**src/rtl/sdram_slot_arbiter.sv**
```systemverilog
// Slot arbiter for the shared SDRAM port: one command per 4-clock NES slot,
// loader bytes via a small FIFO, CPU/PPU conflicts resolved by a fairness flag.
module sdram_slot_arbiter #(
    parameter int ADDR_W     = 22,
    parameter int FIFO_DEPTH = 4
) (
    input  logic              clk,
    input  logic              reset_n,
    input  logic [1:0]        ce_phase,
    input  logic              downloading,
    input  logic              ld_wr,
    input  logic [ADDR_W-1:0] ld_addr,
    input  logic [7:0]        ld_data,
    input  logic              cpu_rd,
    input  logic              cpu_wr,
    input  logic [ADDR_W-1:0] cpu_addr,
    input  logic [7:0]        cpu_dout,
    input  logic              ppu_rd,
    input  logic [ADDR_W-1:0] ppu_addr,
    output logic [24:0]       sd_addr,
    output logic              sd_we,
    output logic [7:0]        sd_din,
    output logic              sd_oe_a,
    output logic              sd_oe_b,
    output logic              cpu_stall,
    output logic              ppu_stall,
    output logic              ld_busy,
    output logic              ld_overflow
);
    localparam int IDX_W = $clog2(FIFO_DEPTH);
    localparam int PTR_W = IDX_W + 1;

    typedef enum logic [1:0] {GNT_IDLE, GNT_LOAD, GNT_CPU, GNT_PPU} grant_t;

    logic [ADDR_W-1:0] fifo_addr [FIFO_DEPTH];
    logic [7:0]        fifo_data [FIFO_DEPTH];
    logic [PTR_W-1:0]  wr_ptr, rd_ptr;
    logic [IDX_W-1:0]  wr_idx, rd_idx;

    logic   boundary, fifo_empty, fifo_full, pop, push, drop, cpu_req;
    logic   ppu_owed, ppu_owed_n, ld_slot, ld_slot_n, dl_q;
    grant_t grant;

    logic [ADDR_W-1:0] addr_q, addr_n;
    logic [7:0]        din_n;
    logic              we_n, oe_a_n, oe_b_n, cpu_stall_n, ppu_stall_n;

    assign wr_idx  = wr_ptr[IDX_W-1:0];
    assign rd_idx  = rd_ptr[IDX_W-1:0];
    assign sd_addr = {{(25-ADDR_W){1'b0}}, addr_q};
    // A loader write slot keeps the loader busy even after the FIFO runs dry.
    assign ld_busy = !fifo_empty || ld_slot;

    always_comb begin
        boundary   = (ce_phase == 2'd3);
        fifo_empty = (wr_ptr == rd_ptr);
        fifo_full  = (wr_ptr[PTR_W-1] != rd_ptr[PTR_W-1]) && (wr_idx == rd_idx);
        pop        = boundary && !fifo_empty;
        push       = ld_wr && (!fifo_full || pop);
        drop       = ld_wr && fifo_full && !pop;
        cpu_req    = cpu_rd || cpu_wr;
    end

    // Loader traffic owns the port until the FIFO is empty and the download is over.
    always_comb begin
        grant = GNT_IDLE;
        if (!fifo_empty)
            grant = GNT_LOAD;
        else if (downloading)
            grant = GNT_IDLE;
        else if (cpu_req && !(ppu_rd && ppu_owed))
            grant = GNT_CPU;
        else if (ppu_rd)
            grant = GNT_PPU;
    end

    always_comb begin
        addr_n      = addr_q;
        din_n       = sd_din;
        we_n        = 1'b0;
        oe_a_n      = 1'b0;
        oe_b_n      = 1'b0;
        cpu_stall_n = 1'b0;
        ppu_stall_n = 1'b0;
        ppu_owed_n  = ppu_owed;
        ld_slot_n   = 1'b0;
        case (grant)
            GNT_LOAD: begin
                addr_n    = fifo_addr[rd_idx];
                din_n     = fifo_data[rd_idx];
                we_n      = 1'b1;
                ld_slot_n = 1'b1;
            end
            GNT_CPU: begin
                addr_n = cpu_addr;
                if (cpu_wr) begin
                    we_n  = 1'b1;
                    din_n = cpu_dout;
                end else begin
                    oe_a_n = 1'b1;
                end
                if (ppu_rd) begin
                    ppu_stall_n = 1'b1;
                    ppu_owed_n  = 1'b1;
                end
            end
            GNT_PPU: begin
                addr_n      = ppu_addr;
                oe_b_n      = 1'b1;
                cpu_stall_n = cpu_req;
                ppu_owed_n  = 1'b0;
            end
            default: ;
        endcase
    end

    always_ff @(posedge clk) begin
        if (push) begin
            fifo_addr[wr_idx] <= ld_addr;
            fifo_data[wr_idx] <= ld_data;
        end
    end

    always_ff @(posedge clk) begin
        if (!reset_n) begin
            wr_ptr      <= '0;
            rd_ptr      <= '0;
            addr_q      <= '0;
            sd_din      <= '0;
            sd_we       <= 1'b0;
            sd_oe_a     <= 1'b0;
            sd_oe_b     <= 1'b0;
            cpu_stall   <= 1'b0;
            ppu_stall   <= 1'b0;
            ppu_owed    <= 1'b0;
            ld_slot     <= 1'b0;
            ld_overflow <= 1'b0;
            dl_q        <= 1'b0;
        end else begin
            if (push) wr_ptr <= wr_ptr + 1'b1;
            if (pop)  rd_ptr <= rd_ptr + 1'b1;
            if (boundary) begin
                addr_q    <= addr_n;
                sd_din    <= din_n;
                sd_we     <= we_n;
                sd_oe_a   <= oe_a_n;
                sd_oe_b   <= oe_b_n;
                cpu_stall <= cpu_stall_n;
                ppu_stall <= ppu_stall_n;
                ppu_owed  <= ppu_owed_n;
                ld_slot   <= ld_slot_n;
            end
            if (drop)
                ld_overflow <= 1'b1;
            else if (downloading && !dl_q)
                ld_overflow <= 1'b0;
            dl_q <= downloading;
        end
    end
endmodule

```
**config.mk**
```make
export PLATFORM = sky130hd
export DESIGN_NAME = sdram_slot_arbiter
export DESIGN_NICKNAME = d
export VERILOG_FILES = /design/src/rtl/sdram_slot_arbiter.sv
export SDC_FILE = /design/constraint.sdc
export NUM_CORES = 1
export LEC_CHECK = 0
export BUFFER_PORTS_ARGS = -buffer_cell sky130_fd_sc_hd__buf_2
export CORE_UTILIZATION = 55
export CTS_CLUSTER_DIAMETER = 50
export CTS_CLUSTER_SIZE = 10
export DETAILED_ROUTE_END_ITERATION = 8
export PLACE_DENSITY_LB_ADDON = 0.08
export SYNTH_ARGS = -nofsm -noshare
export SYNTH_HDL_FRONTEND = slang
export SYNTH_SLANG_ARGS = --single-unit
```
**constraint.sdc**
```tcl
create_clock -name clk -period 4 [get_ports clk]
set_input_delay 0.8 -clock clk [delete_from_list [all_inputs] [get_ports clk]]
set_output_delay 0.8 -clock clk [all_outputs]
set_load 0.005 [all_outputs]
```
==> flow_summary_export.csv, run 1 <==
group,metric,value,unit
run_status,outcome,"complete, no violations",
global_routing,grt.overflow.total,0,
worst_setup_path,worst-endpoint-arrival,2.43,ns
timing,grt_setup_unrepaired,"no",
synth,ys_warnings,0,
detailed_routing,route.final.wire_length,15900,um
worst_setup_path,critPathLaunchType,"flop",
final_layout,antenna_cells_inserted,0,
detailed_routing,drc,0,
worst_setup_path,max_stage_delay,0.93,ns
clocking,cts-resized-gates,0,
clocking,cts_setup_buffers,0,
timing,final_min_period_over_clock_period,80.8,%
final_layout,fill_cells,939,
clocking,numCtsBuffers,17,
global_routing,antenna_found_initial,0,
global_routing,grt.total_usage,25.4,%
clocking,clk-insertion-delay-late,0.43,ns
power,p_leak,0.00320,uW
timing,period_needed,3.23,ns
worst_setup_path,critical_path.top_delay_family,"simple AND/OR/NAND/NOR gates",
floorplan,num_rows,41,
worst_setup_path,critPathCaptureType,"output pin",
global_routing,largest_net_degree_at_the_start_of_global_routing,32,
worst_setup_path,crit_fanout,22,
worst_setup_path,crit_buf_inv,1,
timing,worst_clock_skew,0.00553,ns
synth,synthesis.instances,460,
synth,synth_top_flop_cell,"sky130_fd_sc_hd__edfxtp_1",
final_layout,multiInputGateArea,2340,sq um
worst_setup_path,worstPathCellList,"xor2_2 -> nor3_4 -> nand2b_1 -> buf_2",
min_path,min_path_type,"reg -> reg",
synth,synth_edf_count,120,
power,irDropWorstVdd,0.257,mV
clocking,clk_root_buf,"sky130_fd_sc_hd__clkbuf_16",
placed_design,gp_congestion,0.767,
placed_design,portBuffers,127,
clocking,tritoncts,"built",
timing,finalSetupTns,0,ns
synth,async_reset_ff_share,0,%
clocking,cts_max_path_buffers,2,
synth,post_synthesis_cell_type_count,42,
timing,fmaxAchievable,309,MHz
worst_setup_path,timing.critical_path.required,3.20,ns
global_routing,first_pass_grt_wire_length,24200,um
floorplan,die_h,115,um
floorplan,boundaryPins,131,
power,p_per_area,482,nW/um^2
final_layout,seqCellArea,4550,sq um
power,fin_total_pwr,4050,uW
synth,avgSynthCellArea,15.3,sq um
placed_design,place_hpwl,10100,um
placed_design,placed_cells,730,
floorplan,die_w,115,um
synth,synth_seq_cells,167,
detailed_routing,detail_route.vias_per_cell,6.09,
worst_setup_path,criticalPathCategory,"reg -> out",
timing,max_slew_headroom,13.6,%
worst_setup_path,slowest_cell_on_crit_path,"sky130_fd_sc_hd__nor3_4",
clocking,cts-hold-fix-buffers,0,
run,cap_viol_max_count,0,
timing,worst-slew-pin-transition,1.30,ns
detailed_routing,vias,4641,
timing,final_hold_viol_count,0,
floorplan,placeableCoreArea,12600,sq um
global_routing,number_of_global_route_vias_before_repair,4463,
final_layout,drive_gt1_share,36.8,%
synth,synth.cell_area,7060,sq um
final_layout,final-instance-count-excl-fill,762,
synth,synth.yosys.seq_area_share,64.4,%
detailed_routing,route.detailed.wl_per_inst,20.9,um
clocking,tritoncts_num_sinks,167,
floorplan,initial_core_utilization,56.2,%
timing,finalSetupViolations,0,
detailed_routing,dr.pass1.iters,5,
floorplan,dieArea,13300,sq um
clocking,htree_num_levels,4,
timing,final_max_slew_viol_count,0,
final_layout,fin_util,66.9,%
final_layout,design.final.nets,673,
clocking,clkSlewWorstSetupHoldPaths,0.06,ns
final_layout,layout.cells.most_common_list,"sky130_fd_sc_hd__buf_2, sky130_fd_sc_hd__edfxtp_1, sky130_fd_sc_hd__dfxtp_1, sky130_fd_sc_hd__or3_1, sky130_fd_sc_hd__mux4_2",
detailed_routing,detailedRoute.firstIterationViolations,304,
final_layout,mostFrequentLayoutCell,"sky130_fd_sc_hd__buf_2",
final_layout,area_delta_synth_final,19.0,%
detailed_routing,drtAntennaViolNets,0,
cells by family (layout without fill, tap and decap cells):
group	after synthesis	in the layout	synth area share, %
compound gates	110	110	13.6
fa+ha+maj	5	5	0.886
simple gates	92	92	7.48
other cells	1	3	0.0531
flops	167	167	64.4
xor+xnor	7	7	0.975
mux	31	31	9.71
buf+inv	47	175	2.89
path summary, 6_finish.rpt:
check / from / to / slack [ns] / depth (start not counted)
hold reg to reg: ld_slot / ld_slot / 0.46 / 2
hold / removal: ld_slot / ld_slot / 0.46 / 2
setup reg to reg: wr_ptr[1] / addr_q[16] / 0.98 / 4
setup / recovery: wr_ptr[1] / ld_busy / 0.77 / 4
where the power goes:
part	switching [uW]	internal, uW
Clock	663	858
Combinational	299	231
Sequential	43.8	1950
flip-flops by register name, summed over array words and instances, names as in the netlist, named ones only:
| register | flops |
|---|---|
| sd_oe_b | 1 |
| ppu_owed | 1 |
| fifo_addr | 88 |
| sd_we | 1 |
| ppu_stall | 1 |
| ld_slot | 1 |
| rd_ptr | 3 |
| sd_din | 8 |
| sd_oe_a | 1 |
| ld_overflow | 1 |
| dl_q | 1 |
| fifo_data | 32 |
| addr_q | 22 |
| cpu_stall | 1 |
| wr_ptr | 3 |
per-stage QoR:
stage	area [sq um]	hold WS (ns)	worst slack [ns]
2_1_floorplan	7070	0.431	1.45
3_3_place_gp	7850	0.444	1.08
3_5_place_dp	7850	0.447	0.980
4_1_cts	8400	0.457	0.748
5_1_grt	8400	0.468	0.587
6_report	8400	0.457	0.768
worst reg2reg max path, delay by kind of cell (launching register included):
family	cells	cell delay (ns)
xor gates and xnor gates	1	0.84
DFF	1	0.43
AOI/OAI and AO/OA	2	1.36
and+or+nand+nor	1	0.34
Yosys cell counts (2+ instances only):
master,number,area (sq um)
sky130_fd_sc_hd__edfxtp_1,120,3600
sky130_fd_sc_hd__dfxtp_1,47,941
sky130_fd_sc_hd__or3_1,45,282
sky130_fd_sc_hd__mux4_2,30,676
sky130_fd_sc_hd__clkbuf_1,27,101
sky130_fd_sc_hd__a311o_1,22,220
sky130_fd_sc_hd__o211a_1,22,220
sky130_fd_sc_hd__o31a_1,22,193
sky130_fd_sc_hd__a21oi_1,18,90.1
sky130_fd_sc_hd__nand2_1,12,45.0
sky130_fd_sc_hd__buf_2,10,50.1
sky130_fd_sc_hd__nand3_1,10,50.1
sky130_fd_sc_hd__o21ai_0,10,50.1
sky130_fd_sc_hd__a311oi_2,8,120
sky130_fd_sc_hd__nor2_1,8,30.0
sky130_fd_sc_hd__and2_1,6,37.5
sky130_fd_sc_hd__ha_1,5,62.6
sky130_fd_sc_hd__buf_4,4,30.0
sky130_fd_sc_hd__inv_1,4,15.0
sky130_fd_sc_hd__xor2_1,4,35.0
sky130_fd_sc_hd__buf_1,2,7.51
sky130_fd_sc_hd__nand2b_1,2,12.5
sky130_fd_sc_hd__nand4_1,2,12.5
sky130_fd_sc_hd__xnor2_1,2,17.5
routing by layer:
layer	part of all wire [%]	up-vias	global-route usage, %
li1	-	2091	-
met5	0	-	0
met2	49	203	40.6
met4	1.3	0	9.44
met1	43	2326	34.7
met3	7.0	21	5.27
layout make-up:
cell class / instances / area share, %
flip-flops and latches: 167 / 54.1
multi-input cells: 248 / 27.9
repair buffers: 139 / 8.64
clock buffers: 18 / 5.11
well taps: 172 / 2.56
clock inverters: 14 / 1.52
inverters: 4 / 0.179
(Power assumes the default switching activity.)
==> run 2: changes to the inputs <==
Settings changed: ABC_AREA set to 1, CORE_UTILIZATION 55 to 50.
Clock period 4 ns to 2.6 ns, I/O delays scaled along.
==> run 2 against run 1 <==
  * Register-to-register slack worse by 0.46 ns
  * Synthesized cell count up 55%
  * Combinational power up 65%
  * Flip-flop and latch count unchanged
  * Global-route usage down 0.89 points
  * Via count up 18%
  * Clock power up 82%
  * Largest power group unchanged
==> flow_summary_export.csv, run 2 <==
group,metric,value,unit
timing,worst_clock_skew,0.00875,ns
placed_design,portBuffers,127,
worst_setup_path,worstPathCellList,"xnor2_1 -> nand3_2 -> or2_2 -> buf_2",
run,cap_viol_max_count,0,
global_routing,grt.total_usage,24.5,%
worst_setup_path,timing.critical_path.required,2.08,ns
clocking,clk-insertion-delay-late,0.42,ns
clocking,clk_root_buf,"sky130_fd_sc_hd__clkbuf_16",
floorplan,die_w,121,um
clocking,cts_max_path_buffers,2,
floorplan,num_rows,43,
worst_setup_path,worst-r2r-cell-count,8,
placed_design,place_hpwl,10800,um
detailed_routing,drc,0,
worst_setup_path,slowest_cell_on_crit_path,"sky130_fd_sc_hd__dfxtp_1",
synth,synth_top_flop_cell,"sky130_fd_sc_hd__edfxtp_1",
final_layout,largest_register,"fifo_addr",
clocking,numCtsBuffers,17,
timing,grt_setup_unrepaired,"no",
synth,synthesis.instances,714,
detailed_routing,dr.pass1.iters,8,
global_routing,grt.overflow.total,0,
clocking,cts_setup_buffers,0,
global_routing,largest_net_degree_at_the_start_of_global_routing,45,
final_layout,final_area,8580,sq um
min_path,min_path_type,"in -> reg",
detailed_routing,detail_route.vias_per_cell,5.32,
worst_setup_path,setup.worst_path.end,"ld_busy",
timing,final_max_slew_viol_count,0,
timing,max_slew_headroom,28.0,%
final_layout,flip_flop_count_of_the_largest_register_all_copies_and_words_added,88,
worst_setup_path,criticalPathCategory,"reg -> out",
floorplan,die_h,121,um
clocking,tritoncts_num_sinks,167,
worst_setup_path,crit_fanout,5,
timing,finalSetupViolations,0,
floorplan,initial_core_utilization,51.2,%
floorplan,boundaryPins,131,
detailed_routing,drtAntennaViolNets,0,
worst_setup_path,critPathCaptureType,"output pin",
final_layout,fin_util,62.0,%
worst_setup_path,reg2reg_setup_slack,0.52,ns
placed_design,placed_cell_area,7930,sq um
power,p_per_area,783,nW/um^2
floorplan,placeableCoreArea,13800,sq um
clocking,tritoncts,"built",
global_routing,first_pass_grt_wire_length,26800,um
timing,worst-slew-pin-transition,1.08,ns
worst_setup_path,critPathLaunchType,"flop",
power,fin_total_pwr,6720,uW
clocking,cts-resized-gates,0,
worst_setup_path,critical_path.top_delay_family,"simple AND/OR/NAND/NOR gates",
final_layout,layout.cells.most_common_list,"sky130_fd_sc_hd__buf_2, sky130_fd_sc_hd__edfxtp_1, sky130_fd_sc_hd__nor2_1, sky130_fd_sc_hd__nand2_1, sky130_fd_sc_hd__o21ai_0",
power,irDropWorstVdd,0.527,mV
placed_design,gp_congestion,0.860,
final_layout,antenna_cells_inserted,0,
clocking,cts-hold-fix-buffers,0,
clocking,htree_num_levels,4,
detailed_routing,detailedRoute.firstIterationViolations,340,
timing,final_hold_viol_count,0,
worst_setup_path,worst_r2r_endpoint,"fifo_addr[1][9]",
synth,top_cell_type_by_total_area_after_synthesis,"sky130_fd_sc_hd__edfxtp_1",
run_status,outcome,"complete, no violations",
final_layout,drive_gt1_share,23.2,%
global_routing,antenna_found_initial,0,
synth,synth.yosys.seq_area_share,64.2,%
final_layout,fill_cells,1137,
worst_setup_path,crit_buf_inv,1,
synth,post-synth-top-area-fraction,50.9,%
synth,synth_seq_cells,167,
worst_setup_path,cp-startpoint,"wr_ptr[0]",
worst_setup_path,levels_on_crit_path,4,
final_layout,mostFrequentLayoutCell,"sky130_fd_sc_hd__buf_2",
power,p_leak,0.00362,uW
global_routing,number_of_global_route_vias_before_repair,5275,
synth,avgSynthCellArea,9.91,sq um
clocking,clkSlewWorstSetupHoldPaths,0.07,ns
synth,async_reset_ff_share,0,%
detailed_routing,vias,5482,
final_layout,area_delta_synth_final,21.2,%
final_layout,design.final.nets,933,
synth,synthTopCellsByCount,"sky130_fd_sc_hd__edfxtp_1, sky130_fd_sc_hd__nor2_1, sky130_fd_sc_hd__nand2_1, sky130_fd_sc_hd__o21ai_0, sky130_fd_sc_hd__nand3_1",
floorplan,dieArea,14600,sq um
detailed_routing,route.detailed.wl_per_inst,16.4,um
worst_setup_path,max_stage_delay,0.42,ns
worst_setup_path,worstReg2RegStart,"wr_ptr[1]",
detailed_routing,route.final.wire_length,16800,um
synth,yosysMostFrequentCell,"sky130_fd_sc_hd__edfxtp_1",
synth,synth.cell_area,7080,sq um
final_layout,largestRegisters,"fifo_addr (88), fifo_data (32), addr_q (22)",
synth,synth_edf_count,120,
synth,post_synthesis_cell_type_count,32,
timing,fmaxAchievable,462,MHz
synth,ys_warnings,0,
worst_setup_path,worst-endpoint-arrival,1.64,ns
timing,period_needed,2.16,ns
synth,synth_top_cells_by_area,"sky130_fd_sc_hd__edfxtp_1, sky130_fd_sc_hd__dfxtp_1, sky130_fd_sc_hd__o21ai_0",
timing,final_min_period_over_clock_period,83.2,%
## run 2: layer usage
metal	part of all wire (%)	global-route usage, %	vias to the layer above	wire length [um]
met5	0	0	-	0
met4	1.5	8.72	0	257
met3	5.5	5.64	17	922
met2	48	39.6	170	8060
met1	45	32.3	2606	7610
li1	-	-	2689	-
## run 2: where the power goes
group / internal (uW) / leakage, uW / switching, uW
Combinational: 318 / 0.00183 / 558
Clock: 1710 / 0.000304 / 1050
Sequential: 3020 / 0.00149 / 69.2
## run 2: area by class of cell
cell class	count	area, sq um	area share [%]
Tap cell	180	225	2.63
Inverter	50	188	2.19
Multi-Input combinational cell	455	2170	25.3
Sequential cell	167	4550	53.0
Clock inverter	15	224	2.61
Clock buffer	17	425	4.96
Timing Repair Buffer	146	803	9.36
## run 2: worst register-to-register path: stages, from the launching register on
cell and delay [ns]:
sky130_fd_sc_hd__dfxtp_1 0.40, sky130_fd_sc_hd__inv_1 0.10, sky130_fd_sc_hd__nand2_1 0.07, sky130_fd_sc_hd__nand2_1 0.07, sky130_fd_sc_hd__and2_1 0.19, sky130_fd_sc_hd__nand3_1 0.09, sky130_fd_sc_hd__nand2_1 0.29, sky130_fd_sc_hd__nor2_4 0.19
sky130_fd_sc_hd__buf_4 0.34
## run 2: logic make-up (layout without fill, tap and decap cells)
kind of cell               count (synthesis)  count (layout)  share of synthesized area [%]
DFF                                      167             167                           64.2
buffers and inverters                     94             228                           5.69
AOI/OAI and AO/OA                        131             131                           9.95
xor gates and xnor gates                   2               2                          0.248
other                                      1               3                         0.0530
adders and majority gates                  5               5                          0.884
and+or+nand+nor                          314             314                           19.0
## run 2: worst min path at each step
| stage | start | endpoint | slack, ns | depth (start not counted) |
|---|---|---|---|---|
| floorplan | ppu_owed | ppu_owed | 0.44 | 2 |
| global placement | ppu_owed | ppu_owed | 0.45 | 2 |
| detailed placement | sd_oe_b | sd_oe_b | 0.46 | 2 |
| CTS | downloading | dl_q | 0.28 | 3 |
| global route | ld_addr[1] | fifo_addr[3][1] | 0.30 | 1 |
| finish | downloading | dl_q | 0.29 | 3 |
## run 2: through the flow
| step | hold WS (ns) | setup WS [ns] | std cells | TNS, ns |
|---|---|---|---|---|
| final | 0.288 | 0.436 | 1030 | 0 |
| after global placement | 0.448 | 0.508 | 998 | 0 |
| after CTS | 0.277 | 0.417 | 1030 | 0 |
| after global routing | 0.296 | 0.335 | 1030 | 0 |
| after detailed placement | 0.459 | 0.454 | 998 | 0 |
| after floorplan | 0.439 | -0.0661 | 716 | -7.93 |
==> run 3: changes to the inputs <==
Settings changed: ABC_AREA 1 to 0, CORE_UTILIZATION 50 to 55.
Clock period 2.6 ns to 2 ns, I/O delays scaled along.
==> run 3 against run 2 <==
  * Sequential power grew 29%
  * Critical endpoint unchanged
  * Sequential share of layout area shrank 1.4 points
  * Via count shrank 14%
==> flow_summary_export.csv, run 3 (same netlist as run 1, synthesis figures left out) <==
group,metric,value,unit
worst_setup_path,criticalPathCategory,"reg -> out",
floorplan,boundaryPins,131,
clocking,numCtsBuffers,17,
detailed_routing,drtAntennaViolNets,0,
worst_setup_path,cp-startpoint,"rd_ptr[1]",
power,pwr-share-comb,14.4,%
global_routing,grt.met3_usage,5.69,%
global_routing,number_of_global_route_vias_before_repair,4567,
power,fin_total_pwr,8570,uW
detailed_routing,drc,0,
global_routing,global_route.usage.met1,36.9,%
run,cap_viol_max_count,0,
detailed_routing,route.final.wire_length,17000,um
timing,worst_clock_skew,0.00745,ns
placed_design,portBuffers,127,
power,power.internal,6550,uW
power,switching_share,23.5,%
timing,final_max_slew_viol_count,0,
final_layout,mostFrequentLayoutCell,"sky130_fd_sc_hd__buf_2",
worst_setup_path,critPathCaptureType,"output pin",
power,seqPwrFrac,46.5,%
worst_setup_path,worstReg2RegStart,"rd_ptr[1]",
placed_design,place_hpwl,11000,um
clocking,clk-insertion-delay-late,0.42,ns
clocking,clkSlewWorstSetupHoldPaths,0.06,ns
floorplan,num_rows,41,
timing,max_slew_headroom,33.3,%
placed_design,placed_cell_area,8160,sq um
power,irDropWorstVdd,0.685,mV
detailed_routing,detailedRoute.firstIterationViolations,354,
timing,final_min_period_over_clock_period,96.8,%
clocking,htree_num_levels,4,
power,clkPwrFrac,39.1,%
timing,finalSetupTns,0,ns
placed_design,dp_slack,0.0653,ns
final_layout,largest_register,"fifo_addr",
min_path,min_path_type,"in -> reg",
detailed_routing,detail_route.vias_per_cell,5.97,
run_status,outcome,"complete, no violations",
clocking,tritoncts_num_sinks,167,
clocking,cts_max_path_buffers,2,
timing,setup_ws,0.0649,ns
detailed_routing,route.detailed.wl_per_inst,21.4,um
timing,period_needed,1.94,ns
clocking,tritoncts,"built",
timing,worst-slew-pin-transition,0.995,ns
floorplan,die_w,115,um
clocking,clk_root_buf,"sky130_fd_sc_hd__clkbuf_16",
final_layout,layout.cells.most_common_list,"sky130_fd_sc_hd__buf_2, sky130_fd_sc_hd__edfxtp_1, sky130_fd_sc_hd__or3_1, sky130_fd_sc_hd__dfxtp_1, sky130_fd_sc_hd__buf_4",
worst_setup_path,worst-endpoint-arrival,1.54,ns
floorplan,initial_core_utilization,56.2,%
global_routing,largest_net_degree_at_the_start_of_global_routing,26,
worst_setup_path,timing.critical_path.required,1.60,ns
floorplan,placeableCoreArea,12600,sq um
final_layout,fill_cells,858,
global_routing,grt.total_usage,27.0,%
detailed_routing,dr.pass1.iters,4,
final_layout,area_delta_synth_final,25.0,%
final_layout,final_area,8830,sq um
power,p_leak,0.00341,uW
power,p_per_area,971,nW/um^2
timing,fmaxAchievable,517,MHz
worst_setup_path,crit_fanout,4,
final_layout,design.final.nets,703,
placed_design,gp_congestion,0.762,
final_layout,largestRegisters,"fifo_addr (88), fifo_data (32), addr_q (22)",
floorplan,dieArea,13300,sq um
global_routing,grt.overflow.total,0,
global_routing,first_pass_grt_wire_length,25600,um
global_routing,globalRoute.busiestLayer,"met2",
power,power.net_switching,2020,uW
final_layout,fin_util,70.2,%
final_layout,drive_gt1_share,40.9,%
detailed_routing,vias,4736,
clocking,cts-hold-fix-buffers,0,
timing,finalSetupViolations,0,
worst_setup_path,critPathLaunchType,"flop",
global_routing,antenna_found_initial,3,
global_routing,grt_use_met2,42.5,%
floorplan,die_h,115,um
final_layout,flip_flop_count_of_the_largest_register_all_copies_and_words_added,88,
timing,final_hold_viol_count,0,
min_path,hold_path_startpoint,"ld_addr[9]",
run 3: changes by cell type in the layout (fill, tap and decap cells not counted), moves of 30 or more:
cell	previous run	this run
sky130_fd_sc_hd__nor2_1	111	8
sky130_fd_sc_hd__o21ai_0	88	10
sky130_fd_sc_hd__mux4_2	0	30
sky130_fd_sc_hd__or3_1	0	45
sky130_fd_sc_hd__nand3_1	73	10
sky130_fd_sc_hd__nand2_1	108	12
sky130_fd_sc_hd__o22ai_1	30	0
sky130_fd_sc_hd__inv_1	47	4
run 3: final cells by class:
cell class	instances	area [sq um]	share of cell area, %
antenna	2	5.00	0.0567
clock buffer	17	425	4.82
clock inverter	14	183	2.07
inverter	4	15.0	0.170
multi-input combinational	248	2380	27.0
sequential	167	4550	51.5
tap	172	215	2.44
timing repair buffer	169	1050	11.9
run 3: critical path, stage by stage (launching register included):
cell and delay [ns]:
sky130_fd_sc_hd__dfxtp_1 0.37, sky130_fd_sc_hd__xor2_4 0.22, sky130_fd_sc_hd__buf_4 0.17, sky130_fd_sc_hd__nor3_4 0.15, sky130_fd_sc_hd__nand2b_1 0.07, sky130_fd_sc_hd__buf_2 0.13
run 3: metal layers:
layer,vias up,wire length [um]
met5,-,10
met4,2,368
met3,27,960
met2,187,8310
met1,2368,7310
li1,2152,-
run 3: worst paths after layout:
kind	slack [ns]	end	depth (start not counted)
worst max-delay path	0.06	ld_busy	5
worst min-delay path	0.19	fifo_addr[2][9]	1
worst max register to register	0.10	fifo_data[0][4]	5
worst min register to register	0.46	sd_we	2
run 3: metrics by stage:
stage | cells | hold slack, ns
final | 793 | 0.194
after global routing | 793 | 0.182
after CTS | 790 | 0.178
after detailed placement | 756 | 0.444
after global placement | 756 | 0.443
after floorplan | 462 | 0.431
run 3: what timing repair did:
item                       4_1_cts  5_1_grt
setup endpoints to repair        1        1
pin swaps                        3        2
resized for setup                3        2
buffers inserted                 3        1
run 3: power by group through the flow:
| stage | registers (uW) | logic [uW] | clock network [uW] |
|---|---|---|---|
| floorplan | 4040 | 691 | 0 |
| CTS | 3980 | 1230 | 3410 |
| finish | 3980 | 1230 | 3350 |
| detailed placement | 4050 | 1200 | 0 |
| global route | 4000 | 1330 | 3550 |
| global placement | 4040 | 1180 | 0 |
